--- src/rtl/regfile_pkg.sv ---
// Shared types for the register-file write-port arbiter: FSM states, grant codes
// and default port widths.
package regfile_pkg;

    localparam int ADDR_W_DEF = 5;
    localparam int DATA_W_DEF = 64;

    typedef enum logic {
        ST_INIT = 1'b0,
        ST_RUN  = 1'b1
    } state_e;

    typedef enum logic [1:0] {
        GNT_NONE = 2'd0,
        GNT_WB   = 2'd1,
        GNT_DBG  = 2'd2,
        GNT_INIT = 2'd3
    } gnt_e;

endpackage

--- src/rtl/rf_init_counter.sv ---
// Address sequencer for the regfile clear sweep; one extra count bit lets the
// counter park past the last entry instead of wrapping.
module rf_init_counter
    import regfile_pkg::*;
#(
    parameter int ADDR_W   = ADDR_W_DEF,
    parameter int NUM_REGS = 32
) (
    input  logic              clk,
    input  logic              rst,
    input  logic              i_start,
    input  logic              i_en,
    output logic [ADDR_W-1:0] o_addr,
    output logic              o_last
);

    localparam logic [ADDR_W:0] LAST_CNT = (ADDR_W+1)'(NUM_REGS - 1);

    logic [ADDR_W:0] r_cnt;

    // Sweep counter: restart on request, advance while the sweep is active.
    always_ff @(posedge clk or posedge rst) begin
        if (rst) begin
            r_cnt <= '0;
        end else if (i_start) begin
            r_cnt <= '0;
        end else if (i_en) begin
            r_cnt <= r_cnt + (ADDR_W+1)'(1);
        end else begin
            r_cnt <= r_cnt;
        end
    end

    assign o_addr = r_cnt[ADDR_W-1:0];
    assign o_last = (r_cnt == LAST_CNT);

endmodule

--- src/rtl/regfile_wr_arbiter.sv ---
// Single write-port owner for the register file: clear sweep after reset/clr_req,
// then writeback-priority arbitration with a starvation guard for the console.
module regfile_wr_arbiter
    import regfile_pkg::*;
#(
    parameter int              ADDR_W       = ADDR_W_DEF,
    parameter int              DATA_W       = DATA_W_DEF,
    parameter int              NUM_REGS     = 32,
    parameter int              STARVE_LIMIT = 4,
    parameter logic [DATA_W-1:0] INIT_VALUE = '0
) (
    input  logic              clk,
    input  logic              rst,
    input  logic              clr_req,
    input  logic              wb_wena,
    input  logic [ADDR_W-1:0] wb_waddr,
    input  logic [DATA_W-1:0] wb_wdata,
    output logic              wb_stall,
    input  logic              dbg_req,
    input  logic [ADDR_W-1:0] dbg_waddr,
    input  logic [DATA_W-1:0] dbg_wdata,
    output logic              dbg_ack,
    output logic              rf_wena,
    output logic [ADDR_W-1:0] rf_waddr,
    output logic [DATA_W-1:0] rf_wdata,
    output logic              init_done
);

    localparam int STV_W = $clog2(STARVE_LIMIT + 1);

    state_e            r_state;
    state_e            w_state_nx;
    gnt_e              w_gnt;
    logic              w_clr;
    logic [STV_W-1:0]  r_starve;
    logic [STV_W-1:0]  w_starve_nx;
    logic              w_stall_nx;
    logic              r_wb_stall;
    logic              r_dbg_ack;
    logic              r_rf_wena;
    logic [ADDR_W-1:0] r_rf_waddr;
    logic [DATA_W-1:0] r_rf_wdata;
    logic              r_init_done;
    logic [ADDR_W-1:0] w_init_addr;
    logic              w_init_last;

    rf_init_counter #(
        .ADDR_W   (ADDR_W),
        .NUM_REGS (NUM_REGS)
    ) u_init_counter (
        .clk     (clk),
        .rst     (rst),
        .i_start (w_clr),
        .i_en    (r_state == ST_INIT),
        .o_addr  (w_init_addr),
        .o_last  (w_init_last)
    );

    // FSM state register.
    always_ff @(posedge clk or posedge rst) begin
        if (rst) begin
            r_state <= ST_INIT;
        end else begin
            r_state <= w_state_nx;
        end
    end

    // Next state, grant selection and starvation bookkeeping.
    always_comb begin
        w_state_nx  = r_state;
        w_gnt       = GNT_NONE;
        w_clr       = 1'b0;
        w_starve_nx = r_starve;
        w_stall_nx  = r_wb_stall;
        case (r_state)
            ST_INIT: begin
                w_gnt = GNT_INIT;
                if (w_init_last) begin
                    w_state_nx = ST_RUN;
                    w_stall_nx = 1'b0;
                end else begin
                    w_state_nx = ST_INIT;
                end
            end
            ST_RUN: begin
                if (clr_req) begin
                    w_clr       = 1'b1;
                    w_state_nx  = ST_INIT;
                    w_starve_nx = '0;
                    w_stall_nx  = 1'b1;
                end else if (r_wb_stall && dbg_req) begin
                    w_gnt = GNT_DBG;
                end else if (wb_wena && !r_wb_stall) begin
                    w_gnt = GNT_WB;
                end else if (dbg_req && !r_dbg_ack) begin
                    w_gnt = GNT_DBG;
                end else begin
                    w_gnt = GNT_NONE;
                end

                // A request still visible during its ack cycle neither counts nor resets.
                if (clr_req) begin
                    w_starve_nx = '0;
                end else if (w_gnt == GNT_DBG) begin
                    w_starve_nx = '0;
                    w_stall_nx  = 1'b0;
                end else if (!dbg_req) begin
                    w_starve_nx = '0;
                end else if (!r_dbg_ack) begin
                    if (r_starve >= STV_W'(STARVE_LIMIT - 1)) begin
                        w_starve_nx = STV_W'(STARVE_LIMIT);
                        w_stall_nx  = 1'b1;
                    end else begin
                        w_starve_nx = r_starve + STV_W'(1);
                    end
                end else begin
                    w_starve_nx = r_starve;
                end
            end
            default: begin
                w_state_nx = ST_INIT;
            end
        endcase
    end

    // Registered write port, handshake and status outputs.
    always_ff @(posedge clk or posedge rst) begin
        if (rst) begin
            r_starve    <= '0;
            r_wb_stall  <= 1'b1;
            r_dbg_ack   <= 1'b0;
            r_rf_wena   <= 1'b0;
            r_rf_waddr  <= '0;
            r_rf_wdata  <= '0;
            r_init_done <= 1'b0;
        end else begin
            r_starve    <= w_starve_nx;
            r_wb_stall  <= w_stall_nx;
            r_dbg_ack   <= (w_gnt == GNT_DBG);
            r_init_done <= (w_state_nx == ST_RUN);
            case (w_gnt)
                GNT_INIT: begin
                    r_rf_wena  <= 1'b1;
                    r_rf_waddr <= w_init_addr;
                    r_rf_wdata <= INIT_VALUE;
                end
                GNT_WB: begin
                    r_rf_wena  <= 1'b1;
                    r_rf_waddr <= wb_waddr;
                    r_rf_wdata <= wb_wdata;
                end
                GNT_DBG: begin
                    r_rf_wena  <= 1'b1;
                    r_rf_waddr <= dbg_waddr;
                    r_rf_wdata <= dbg_wdata;
                end
                default: begin
                    r_rf_wena  <= 1'b0;
                    r_rf_waddr <= r_rf_waddr;
                    r_rf_wdata <= r_rf_wdata;
                end
            endcase
        end
    end

    assign wb_stall  = r_wb_stall;
    assign dbg_ack   = r_dbg_ack;
    assign rf_wena   = r_rf_wena;
    assign rf_waddr  = r_rf_waddr;
    assign rf_wdata  = r_rf_wdata;
    assign init_done = r_init_done;

endmodule

--- config.mk ---
export PLATFORM = sky130hd
export DESIGN_NAME = regfile_wr_arbiter
export DESIGN_NICKNAME = d
export VERILOG_FILES = /design/src/rtl/regfile_pkg.sv /design/src/rtl/rf_init_counter.sv /design/src/rtl/regfile_wr_arbiter.sv
export SDC_FILE = /design/constraint.sdc
export NUM_CORES = 1
export LEC_CHECK = 0
export ABC_AREA = 1
export CAP_MARGIN = 30
export CORE_MARGIN = 5
export CORE_UTILIZATION = 36
export DETAILED_ROUTE_END_ITERATION = 7
export GPL_ROUTABILITY_DRIVEN = 0
export GPL_TIMING_DRIVEN = 0
export PLACE_DENSITY = 0.74
export SYNTH_ARGS = -nofsm -noshare
export SYNTH_HDL_FRONTEND = slang
export SYNTH_SLANG_ARGS = --single-unit
--- constraint.sdc ---
create_clock -name clk -period 2.85 [get_ports clk]
set_clock_uncertainty 0.05 [all_clocks]
set_input_delay 0.57 -clock clk [delete_from_list [all_inputs] [get_ports clk]]
set_output_delay 0.57 -clock clk [all_outputs]
set_load 0.01 [all_outputs]
==> results.ini <==
[timing]
rsz0062_at_grt = false
timing.final.crit_share_pct = 87.9
setup_tns_ns = 0
fmax_mhz = 399
period_needed_ns = 2.51
tightest_slew_ns = 0.468
setup_viol = 0
relSlewSlack_pct = 68.8
drv_slew = 0
hold_viol = 0

[routing]
first_pass_iters = 6
drc = 0
drt_wl_total_um = 13300
wire_per_inst_um = 15.6
drtIter0Drc = 168
vias_per_cell = 4.85
ant_nets = 0
vias = 4125

[synth]
synth_compound_area_share_pct = 16.2
ys_seq_area_share_pct = 50.4
synth_cell_types = 19
synth_seq_cells = 82
syn_area_um2 = 4070
syn_area_per_cell_um2 = 8.48
yosysWarnings = 0
synth_top_family_by_area = simple AND/OR/NAND/NOR gates
synthAdderAreaFrac_pct = 2.15
yosys-mux-area-fraction_pct = 0
yosys.area_share.xor_xnor_pct = 0
synth_fp_nets = 630
synthCells = 480
yosys.area_share.simple_pct = 24.7

[cts]
cts_tree = built
cts_buffers = 9
clk_pin_slew_ns = 0.06
clock-sinks = 82
cts_root_buffer = clkbuf_16
cts_setup_buffers = 0
cts_max_level = 3
postCtsResizedCells = 0
worstSkewPairLatency_ns = 0.33
max-clock-path-buffers = 2
cts-hold-fix-buffers = 0

[grt]
grt_pass1_wl_um = 20100
grt_pass1_vias = 4135
grt_antenna_before_repair = 0
grt_max_degree = 49
grt_util_all_layers_pct = 19.0
overflow = 0

[worst_setup_path]
slowest_delay_ns = 0.50
crit_start = clr_req
timing.rr.start = wb_stall
cp_data_arrival_time_ns = 2.67
critPathMaxFanout = 10
cp_common_cell = inv_1
crit_chain = clkdlybuf4s50_1 > inv_1 > nand2_1 > inv_1 > a21oi_2 > inv_1 > ha_1 > nor2_4 > buf_6 > nand2_1 > a21oi_1 > nor2_1
crit_family = buffers and inverters
worst_path_max_delay_cell = clkdlybuf4s50_1
critPathBufInv = 5
critPathLaunchType = primary input
endpoint_kind = register
cp.required_ns = 3.02
critPathKind = in -> reg

[pwr]
ir_worst_vdd_mv = 0.420
p_leak_nw = 3.28
power_density_nw_per_um2 = 520

[floorplanning]
fp.dieArea_um2 = 13500
start_util_pct = 37.1
die_w_um = 116
coreArea_um2 = 11000
num_io_pins = 216
die_y_um = 116
std_cell_rows = 38

[placed_design]
numPortBuffers = 215
dp.final_hpwl_um = 10500
dp.cells = 836
placed_area_um2 = 6430

[final_layout]
layout-drive-gt1-share_pct = 7.17
post-route-util_pct = 61.3
final_area_um2 = 6730
fin_nets = 857
antenna_cells = 0
stdcell_count = 851
area_delta_synth_final_pct = 65.4

[min_path]
min_path_type = reg -> reg
hold_start = rf_wdata[32]

[flow_run]
cap_violations = 0

[run_status]
outcome = completed

final timing paths:
check | to | slack, ns | cells after the start
max in group asynchronous | rf_wdata[49] | 1.59 | 3
min in group asynchronous | rf_wdata[56] | 0.58 | 2
min | rf_wdata[32] | 0.43 | 2
max reg2reg | rf_wdata[49] | 0.67 | 10
min reg2reg | rf_wdata[32] | 0.43 | 2
max | rf_waddr[1] | 0.34 | 12
kinds of logic after synthesis:
family,Yosys count
flip-flops,82
AND/OR/NAND/NOR,261
AO/OA/AOI/OAI,83
adder cells (fa/ha/maj),7
buffers and inverters,47
metal layers:
metal | GRT usage, % | routed length, um | vias up
met5 | 0 | 0 | -
met4 | 5.49 | 222 | 0
met3 | 6.42 | 1210 | 17
met2 | 33.1 | 6570 | 165
met1 | 22.1 | 5310 | 1918
li1 | - | - | 2025
flip-flops by register name (all words and copies together) (netlist names):
name / cells
init_done: 1
rf_wena: 1
r_starve: 3
wb_stall: 1
u_init_counter.r_cnt: 6
dbg_ack: 1
rf_waddr: 5
rf_wdata: 64
Yosys cell counts:
library cell,number,area (um^2)
nand2_1,231,867
dfrtp_1,81,2030
a22o_1,64,561
buf_2,17,85.1
inv_1,16,60.1
nand3_1,14,70.1
nor2_1,14,52.6
o21ai_0,11,55.1
buf_4,7,52.6
ha_1,7,87.6
a21oi_1,5,25.0
buf_6,5,56.3
inv_2,2,7.51
a21oi_2,1,8.76
a31oi_1,1,6.26
dfstp_2,1,26.3
nor2_2,1,6.26
nor2_4,1,11.3
o21ai_1,1,5.00
area by class of cell:
type | count | area [um^2]
fill | 949 | 4250
clock inverter | 2 | 35.0
tap | 140 | 175
multi-input combinational | 351 | 1760
sequential | 82 | 2050
buffer | 29 | 194
clock buffer | 13 | 270
inverter | 18 | 70.1
timing repair buffer | 216 | 2180
worst reg2reg max path, delay by kind of cell (launching register included):
kind | cells | cell delay [ns]
AO/OA/AOI/OAI | 3 | 0.52
adder cells (fa/ha/maj) | 1 | 0.15
buffers and inverters | 4 | 0.76
flip-flops | 1 | 0.54
AND/OR/NAND/NOR | 2 | 0.11
placed cells by master (no fill, tap or decap):
| cell type | count |
|---|---|
| a21oi_1 | 5 |
| nor2_1 | 14 |
| a31oi_1 | 1 |
| nand3_1 | 14 |
| o21ai_0 | 11 |
| clkinv_2 | 1 |
| nor2_2 | 1 |
| clkbuf_1 | 1 |
| o21ai_1 | 1 |
| a22o_1 | 64 |
| dfrtp_1 | 81 |
| clkdlybuf4s50_1 | 215 |
| clkbuf_8 | 3 |
| inv_4 | 1 |
| a21oi_2 | 1 |
| inv_2 | 2 |
| buf_16 | 1 |
| nand2_1 | 231 |
| buf_6 | 5 |
| buf_2 | 17 |
| clkbuf_16 | 9 |
| nor2_4 | 1 |
| inv_1 | 15 |
| bufinv_16 | 1 |
| ha_1 | 7 |
| dfstp_2 | 1 |
| buf_4 | 7 |
where the power goes:
part | switching [mW] | total, mW | leakage, nW | internal, mW
Clock | 0.426 | 1.17 | 0.152 | 0.744
Combinational | 0.480 | 0.987 | 2.02 | 0.508
Sequential | 0.0734 | 1.35 | 1.11 | 1.27
Total | 0.979 | 3.50 | 3.28 | 2.52
per-stage QoR:
stage / hold slack [ns] / worst slack [ns] / power (mW)
after global routing: 0.441 / 0.164 / 3.71
final: 0.428 / 0.344 / 3.50
after detailed placement: 0.414 / -0.0162 / 2.36
after CTS: 0.430 / 0.327 / 3.55
after floorplan: 0.417 / 0.123 / 1.88
after global placement: 0.410 / -1.19 / 2.33
No activity file was read; power rests on OpenSTA's default activity.
